### config.mk
export PLATFORM = sky130hd
export DESIGN_NAME = multicycle_control
export DESIGN_NICKNAME = d
export VERILOG_FILES = /design/src/rtl/riscv_ctrl_pkg.sv /design/src/rtl/mem_wait_timer.sv /design/src/rtl/multicycle_control.sv
export SDC_FILE = /design/constraint.sdc
export NUM_CORES = 1
export LEC_CHECK = 0
export BUFFER_PORTS_ARGS = -buffer_cell sky130_fd_sc_hd__buf_2
export CAP_MARGIN = 40
export CORE_MARGIN = 4
export CORE_UTILIZATION = 56
export CTS_BUF_LIST = sky130_fd_sc_hd__clkbuf_8
export DETAILED_ROUTE_END_ITERATION = 8
export PLACE_DENSITY_LB_ADDON = 0.1
export SYNTH_ARGS = -nofsm -noshare
export SYNTH_HDL_FRONTEND = slang
export SYNTH_SLANG_ARGS = --single-unit
### constraint.sdc
create_clock -name clk -period 2.5 [get_ports clk]
set_input_delay 0.125 -clock clk [delete_from_list [all_inputs] [get_ports clk]]
set_output_delay 0.125 -clock clk [all_outputs]
set_load 0.02 [all_outputs]
### src/rtl/riscv_ctrl_pkg.sv
// Shared encodings for the multicycle RISC-V control FSM: states, opcodes,
// ALU operand/operation selects, fault codes and the control-word bundle.
package riscv_ctrl_pkg;

  typedef enum logic [2:0] {
    ST_FETCH  = 3'd0,
    ST_DECODE = 3'd1,
    ST_EXEC   = 3'd2,
    ST_MEM    = 3'd3,
    ST_WB     = 3'd4,
    ST_HALT   = 3'd5
  } state_t;

  localparam logic [6:0] OP_RTYPE  = 7'b0110011;
  localparam logic [6:0] OP_ITYPE  = 7'b0010011;
  localparam logic [6:0] OP_LOAD   = 7'b0000011;
  localparam logic [6:0] OP_STORE  = 7'b0100011;
  localparam logic [6:0] OP_BRANCH = 7'b1100011;
  localparam logic [6:0] OP_NOP    = 7'b0000000;

  typedef enum logic [1:0] {
    ALU_ADD   = 2'b00,
    ALU_SUB   = 2'b01,
    ALU_FUNCT = 2'b10
  } alu_op_t;

  typedef enum logic [1:0] {
    SRC_A_PC     = 2'b00,
    SRC_A_RS1    = 2'b01,
    SRC_A_OLD_PC = 2'b10
  } alu_src_a_t;

  typedef enum logic [1:0] {
    SRC_B_RS2  = 2'b00,
    SRC_B_FOUR = 2'b01,
    SRC_B_IMM  = 2'b10
  } alu_src_b_t;

  typedef enum logic [1:0] {
    FAULT_NONE        = 2'b00,
    FAULT_ILLEGAL_OP  = 2'b01,
    FAULT_MEM_TIMEOUT = 2'b10
  } fault_t;

  typedef struct packed {
    logic       mem_req;
    logic       mem_we;
    logic       i_or_d;
    logic       ir_write;
    logic       pc_write;
    logic       reg_write;
    logic       mem_to_reg;
    logic [1:0] alu_src_a;
    logic [1:0] alu_src_b;
    logic [1:0] alu_op;
    logic       pc_src;
  } ctrl_t;

  // Opcodes that proceed from DECODE into EXEC.
  function automatic logic is_exec_opcode(input logic [6:0] op);
    case (op)
      OP_RTYPE, OP_ITYPE, OP_LOAD, OP_STORE, OP_BRANCH: return 1'b1;
      default: return 1'b0;
    endcase
  endfunction

endpackage

### src/rtl/mem_wait_timer.sv
// Counts consecutive mem_ready-low cycles of one memory access and flags the
// cycle that would be the LIMIT-th wait.
module mem_wait_timer #(
  parameter int unsigned LIMIT = 16
) (
  input  logic clk,
  input  logic rst_n,
  input  logic clear,
  input  logic count,
  output logic limit_reached
);

  logic [7:0] count_r;

  // Wait counter; clear wins over count.
  always_ff @(posedge clk or negedge rst_n) begin
    if (!rst_n) begin
      count_r <= 8'd0;
    end else if (clear) begin
      count_r <= 8'd0;
    end else if (count) begin
      count_r <= count_r + 8'd1;
    end else begin
      count_r <= count_r;
    end
  end

  assign limit_reached = (count_r == 8'(LIMIT - 32'd1));

endmodule

### src/rtl/multicycle_control.sv
// Multicycle RISC-V control unit: FETCH/DECODE/EXEC/MEM/WB sequencing with a
// sticky fault register and a bounded wait on every memory access.
module multicycle_control
  import riscv_ctrl_pkg::*;
#(
  parameter int unsigned MEM_TIMEOUT = 16
) (
  input  logic       clk,
  input  logic       rst_n,
  input  logic [6:0] opcode,
  input  logic       zero,
  input  logic       mem_ready,
  output logic       mem_req,
  output logic       mem_we,
  output logic       i_or_d,
  output logic       ir_write,
  output logic       pc_write,
  output logic       reg_write,
  output logic       mem_to_reg,
  output logic [1:0] alu_src_a,
  output logic [1:0] alu_src_b,
  output logic [1:0] alu_op,
  output logic       pc_src,
  output logic [1:0] fault,
  output logic [2:0] state
);

  state_t     state_r;
  state_t     next_state_s;
  logic [6:0] op_r;
  logic [1:0] fault_r;
  logic [1:0] next_fault_s;
  logic       waiting_s;
  logic       limit_s;
  ctrl_t      ctrl_s;
  ctrl_t      ctrl_out_s;

  assign waiting_s = ((state_r == ST_FETCH) || (state_r == ST_MEM)) && !mem_ready;

  mem_wait_timer #(.LIMIT(MEM_TIMEOUT)) u_wait_timer (
    .clk           (clk),
    .rst_n         (rst_n),
    .clear         (next_state_s != state_r),
    .count         (waiting_s),
    .limit_reached (limit_s)
  );

  // State, sticky fault and opcode latch registers.
  always_ff @(posedge clk or negedge rst_n) begin
    if (!rst_n) begin
      state_r <= ST_FETCH;
      fault_r <= FAULT_NONE;
      op_r    <= 7'd0;
    end else begin
      state_r <= next_state_s;
      fault_r <= next_fault_s;
      op_r    <= (state_r == ST_DECODE) ? opcode : op_r;
    end
  end

  // Next-state and fault logic; a ready in the limit cycle completes the access.
  always_comb begin
    next_state_s = state_r;
    next_fault_s = fault_r;
    case (state_r)
      ST_FETCH: begin
        if (mem_ready) begin
          next_state_s = ST_DECODE;
        end else if (limit_s) begin
          next_state_s = ST_HALT;
          next_fault_s = FAULT_MEM_TIMEOUT;
        end else begin
          next_state_s = ST_FETCH;
        end
      end
      ST_DECODE: begin
        if (is_exec_opcode(opcode)) begin
          next_state_s = ST_EXEC;
        end else if (opcode == OP_NOP) begin
          next_state_s = ST_FETCH;
        end else begin
          next_state_s = ST_HALT;
          next_fault_s = FAULT_ILLEGAL_OP;
        end
      end
      ST_EXEC: begin
        case (op_r)
          OP_LOAD, OP_STORE: next_state_s = ST_MEM;
          OP_RTYPE, OP_ITYPE: next_state_s = ST_WB;
          default: next_state_s = ST_FETCH;
        endcase
      end
      ST_MEM: begin
        if (mem_ready) begin
          next_state_s = (op_r == OP_LOAD) ? ST_WB : ST_FETCH;
        end else if (limit_s) begin
          next_state_s = ST_HALT;
          next_fault_s = FAULT_MEM_TIMEOUT;
        end else begin
          next_state_s = ST_MEM;
        end
      end
      ST_WB:   next_state_s = ST_FETCH;
      ST_HALT: next_state_s = ST_HALT;
      default: next_state_s = ST_HALT;
    endcase
  end

  // Control word for the current state; EXEC/MEM/WB decode from the latched opcode.
  always_comb begin
    ctrl_s = '0;
    case (state_r)
      ST_FETCH: begin
        ctrl_s.mem_req = 1'b1;
        if (mem_ready) begin
          ctrl_s.ir_write  = 1'b1;
          ctrl_s.pc_write  = 1'b1;
          ctrl_s.alu_src_a = SRC_A_PC;
          ctrl_s.alu_src_b = SRC_B_FOUR;
          ctrl_s.alu_op    = ALU_ADD;
        end else begin
          ctrl_s.ir_write = 1'b0;
        end
      end
      ST_DECODE: begin
        ctrl_s.alu_src_a = SRC_A_OLD_PC;
        ctrl_s.alu_src_b = SRC_B_IMM;
        ctrl_s.alu_op    = ALU_ADD;
      end
      ST_EXEC: begin
        case (op_r)
          OP_RTYPE: begin
            ctrl_s.alu_src_a = SRC_A_RS1;
            ctrl_s.alu_src_b = SRC_B_RS2;
            ctrl_s.alu_op    = ALU_FUNCT;
          end
          OP_ITYPE: begin
            ctrl_s.alu_src_a = SRC_A_RS1;
            ctrl_s.alu_src_b = SRC_B_IMM;
            ctrl_s.alu_op    = ALU_FUNCT;
          end
          OP_LOAD, OP_STORE: begin
            ctrl_s.alu_src_a = SRC_A_RS1;
            ctrl_s.alu_src_b = SRC_B_IMM;
            ctrl_s.alu_op    = ALU_ADD;
          end
          OP_BRANCH: begin
            ctrl_s.alu_src_a = SRC_A_RS1;
            ctrl_s.alu_src_b = SRC_B_RS2;
            ctrl_s.alu_op    = ALU_SUB;
            ctrl_s.pc_src    = 1'b1;
            ctrl_s.pc_write  = zero;
          end
          default: ctrl_s = '0;
        endcase
      end
      ST_MEM: begin
        ctrl_s.mem_req = 1'b1;
        ctrl_s.i_or_d  = 1'b1;
        ctrl_s.mem_we  = (op_r == OP_STORE);
      end
      ST_WB: begin
        ctrl_s.reg_write  = 1'b1;
        ctrl_s.mem_to_reg = (op_r == OP_LOAD);
      end
      ST_HALT: ctrl_s = '0;
      default: ctrl_s = '0;
    endcase
  end

  // Reset forces every control output low without waiting for a clock.
  assign ctrl_out_s = rst_n ? ctrl_s : '0;

  assign mem_req    = ctrl_out_s.mem_req;
  assign mem_we     = ctrl_out_s.mem_we;
  assign i_or_d     = ctrl_out_s.i_or_d;
  assign ir_write   = ctrl_out_s.ir_write;
  assign pc_write   = ctrl_out_s.pc_write;
  assign reg_write  = ctrl_out_s.reg_write;
  assign mem_to_reg = ctrl_out_s.mem_to_reg;
  assign alu_src_a  = ctrl_out_s.alu_src_a;
  assign alu_src_b  = ctrl_out_s.alu_src_b;
  assign alu_op     = ctrl_out_s.alu_op;
  assign pc_src     = ctrl_out_s.pc_src;
  assign fault      = rst_n ? fault_r : 2'b00;
  assign state      = state_r;

endmodule

# Yosys cells after proc, flatten, opt, wreduce, memory -nomap -nowiden
# Index checks and enable logic that the tools add are counted.
# word_totals
regBits,20
inputBits,11
out_inout_bits,19
# classes
add_sub_neg,1
eq_ne,20
n_mux,31
n_reduce_logical,12
# op_table
operator,n
7-bit by 6-bit == test with 1-bit output (second input constant),4
3-bit 2-to-1 mux,8
5-bit one-hot mux with 4 select lines,1
6-bit one-hot mux with 3 select lines,1
8-bit 2-to-1 mux,2
3-bit one-hot mux with 5 select lines,1
7-bit by 2-bit == test with 1-bit output (second input constant),2
7-bit by 5-bit == test with 1-bit output (second input constant),2
7-bit == test (second input constant),2
14-bit 2-to-1 mux,1
2-bit 2-to-1 mux,7
8-bit by 1-bit adder with 8-bit output (second input constant),1
8-bit by 4-bit == test with 1-bit output (second input constant),1
2-bit one-hot mux with 2 select lines,2
7-bit logical NOT,1
1-bit 2-to-1 mux,7
3-bit by 2-bit == test with 1-bit output (second input constant),2
2-bit != test (second input constant),3
3-bit one-hot mux with 2 select lines,1
2-bit OR reduction,3
5-bit AND reduction,1
5-bit OR reduction,1
2-bit nonzero test,2
3-bit by 1-bit == test with 1-bit output (second input constant),1
other kinds (7),7

# Depth between registers and ports, before layout
# depth
word_depth,8
ltp_mapped,7

# Modules after synthesis
# From an unflattened synthesis, not the netlist that was laid out.
# unflattened
hier_cells,137
area_unflattened_um2,1280.0
# by_module_without_submodules
mod,n_inst,cells_each,area_per_inst_um2,seq_area_each_um2
multicycle_control,1,98,885.8,300.3
mem_wait_timer,1,39,394.1,200.2

# Least setup slack after synthesis
# Ideal clock, no wire load.
# synth_timing
kind,register to output
from,"register state_r[2], in the netlist state[2]"
to,output alu_src_a[0]
arrival_time_ps,2227
t_required_ps,2375
slack_ps,148
stages_incl_launch_ff,6
cell_sequence,dfrtp_1 buf_6 clkbuf_1 nor2_1 nand2_1 a2111oi_0
# synth_via
elab_chain_cells,3
# synth_lines
element,line,text
start: declaration,multicycle_control.sv:28,state_t state_r;
start signal: assignment,multicycle_control.sv:55,state_r <= next_state_s;
"3-bit by 2-bit == test with 1-bit output, or another cell as far along",multicycle_control.sv:112,case (state_r)
6-bit one-hot mux with 3 select lines (*),multicycle_control.sv:112,
14-bit 2-to-1 mux (*),multicycle_control.sv:172,assign ctrl_out_s = rst_n ? ctrl_s : '0;
end: declaration,multicycle_control.sv:20,"output logic [1:0] alu_src_a,"
# Every way passes the cells marked *; elsewhere a longest branch is shown, timed or not.

# Final worst setup path
# layout_timing
from,"register state_r[1], in the netlist state[1]"
to,output alu_src_a[0]
# The elaborated chain is that of the path after synthesis.

==> flow_summary.json <==
{
  "status": "complete, no violations",
  "clkLatencyLatePin_ns": 0.25,
  "setup-tns-final_ns": 0,
  "hp-class": "in2reg",
  "ff_latch_area_um2": 500.5,
  "min_to": "op_r[1]",
  "slew_headroom_pct": 57.76,
  "synthFlopType": "dfrtp_1",
  "port_buffers": 29,
  "yosys_warnings": 0,
  "dp_hpwl_um": 2357,
  "rrSetupSlack_ns": 0.49,
  "final-max-slew-violation-count": 0,
  "cts-root-buf": "clkbuf_8",
  "synthTopCellsByArea": "dfrtp_1 (34%), mux2_2 (6.2%), nor3_2 (5.5%)",
  "power_density_mw_per_mm2": 405.6,
  "cts_sinks": 20,
  "clk_pin_slew_worst_paths_ns": 0.07,
  "areaGrowthSynthToFinish_pct": 16.11,
  "synth_top_area_cell": "dfrtp_1",
  "wl_per_cell_um": 15.97,
  "skew_ns": 0.0005687,
  "tightest_slew_ns": 0.6177,
  "synth-seq-cells": 20,
  "grt_pass1_wl_um": 5692,
  "initial_core_util_pct": 58.64,
  "multi_input_area_um2": 884.6,
  "rsz0062_at_grt": "no",
  "die_y_um": 58.93,
  "crit_type": "reg2out",
  "dr.pass1.iters": 4,
  "num_antenna_cells": 0,
  "synthCells": 150,
  "synth_common_cells": "dfrtp_1 (20), nand2_1 (11), nor3_1 (9)",
  "drt_wl_total_um": 3322,
  "fmax_mhz": 437.2,
  "syn_nets": 162,
  "ant_nets": 0,
  "fin_nets": 191,
  "p_leak_nw": 0.7282,
  "post_cts_buffers": 0,
  "htreeDepth": 1,
  "r2r-start": "state[0]",
  "antenna_found_initial": 0,
  "hold_depth": 2,
  "fill_cells": 194,
  "r2r_cells": 5,
  "rows": 18,
  "vdd_ir_drop_max_mv": 0.3024,
  "synth.most_common_cell": "dfrtp_1",
  "setup_viol": 0,
  "core-area_mm2": 0.002477,
  "io_pins": 30,
  "clk_path_buf_depth": 2,
  "drcViolationCount": 0,
  "critPathRequiredTime_ns": 2.38,
  "place_congestion": 0.8391,
  "first_global_vias": 1190,
  "synth_edf_count": 0,
  "hold_viol_final": 0,
  "grt_overflow": 0,
  "whs_ns": 0.1342,
  "cp-start-kind": "flop",
  "grt_max_degree": 20,
  "fin_crit_ns": 2.287,
  "drive_gt1_share_pct": 33.71,
  "drt_iter0_drc": 86,
  "die_w_um": 58.93,
  "avgSynthCellArea_um2": 9.684,
  "yosysTopAreaCellShare_pct": 34.45,
  "track_usage_pct": 21.23,
  "synth_cell_types": 51,
  "ys_seq_area_share_pct": 34.45,
  "syn_area_mm2": 0.001453,
  "via_count": 1285,
  "async_flop_share_pct": 100.0,
  "cp-end-kind": "output pin",
  "min_period_over_period_pct": 91.49,
  "cts_tree": "built",
  "path_max_fanout": 11,
  "worstPathArrival_ns": 2.16,
  "r2r-end": "u_wait_timer.count_r[4]",
  "dieArea_mm2": 0.003473,
  "cts-buffers-inserted": 3,
  "hold_path_startpoint": "opcode[1]",
  "drv_cap": 0,
  "via_per_inst": 6.178
}
-- cells by family (layout without fill, tap and decap cells) --
family	after synthesis	count (layout)	synth area share, %
muxes	9	9	6.891
adders and majority gates	1	1	0.8612
AOI/OAI and AO/OA	26	26	16.11
xor gates and xnor gates	8	8	4.824
and+or+nand+nor	73	73	32.13
buffers and inverters	13	41	4.737
DFF	20	20	34.45
-- cell usage in the layout, fill, tap and decap left out, drive strengths merged, types with 3 or more instances in the layout --
cell type and count:
clkbuf 3, dfrtp 20, nor3 17, o21ai 3
a21oi 5, buf 32, a2111oi 4, nor3b 3
nor2 8, nor4 6, and2 3, mux2 8
inv 4, nand2b 6, nand2 11, xnor2 6
-- layer usage --
layer	routed length [µm]	share of wire [%]	vias up	global-route usage (%)
met5	0	0	-	0
met4	15	0.45	0	6.472
met3	206	6.2	2	3.070
met2	1547	47	47	31.86
met1	1553	47	617	31.57
li1	-	-	619	-
-- stage by stage --
stage                     util (%)  power, mW  setup slack [ns]  cells  area, µm²
after floorplan                  -     0.3457            0.1483    150       1453
after global placement       64.75     0.3684            0.5669    203       1604
after detailed placement     64.75     0.3702            0.5149    203       1604
after CTS                    68.03     0.6922            0.2426    208       1685
after global routing         68.08     0.7149           0.01000    208       1687
final                        68.08     0.6841            0.2128    208       1687
-- critical path, cell delays in order, from the launching register on --
cell and delay, ns:
dfrtp_1 0.63, inv_1 0.25, nor2_1 0.25, nand2_1 0.15, a2111oi_0 0.39, buf_2 0.24
-- cell type report --
| class | count | area share (%) |
|---|---|---|
| tap | 30 | 2.226 |
| clock buffer | 3 | 2.448 |
| multi-input combinational | 117 | 52.45 |
| clock inverter | 1 | 1.780 |
| sequential | 20 | 29.67 |
| inverter | 4 | 0.8902 |
| timing repair buffer | 33 | 10.53 |
-- sequential cells by signal, indices dropped and copies added (netlist names) --
signal,flops
fault_r,2
u_wait_timer.count_r,8
op_r,7
state,3
-- repair_timing --
action	CTS	global route
gates resized for setup	0	1
hold buffers	1	0
endpoints found under the hold margin	17	0
endpoints found under the setup margin	0	1
-- report_power, final --
group | switching, mW | internal, mW
clock network | 0.106 | 0.214
logic | 0.0248 | 0.0141
registers | 0.000775 | 0.325
total | 0.131 | 0.553
-- how the worst max path moves through the flow --
stage | startpoint | to | slack, ns | cells after the start
detailed placement | op_r[2] | u_wait_timer.count_r[4] | 0.51 | 5
CTS | state[1] | alu_src_a[0] | 0.24 | 5
global placement | state[1] | alu_src_a[0] | 0.57 | 5
global route | state[1] | alu_src_a[0] | 0.01 | 5
finish | state[1] | alu_src_a[0] | 0.21 | 5
floorplan | state[2] | alu_src_a[0] | 0.15 | 5
Note: power is estimated with default switching activity, not from simulation.
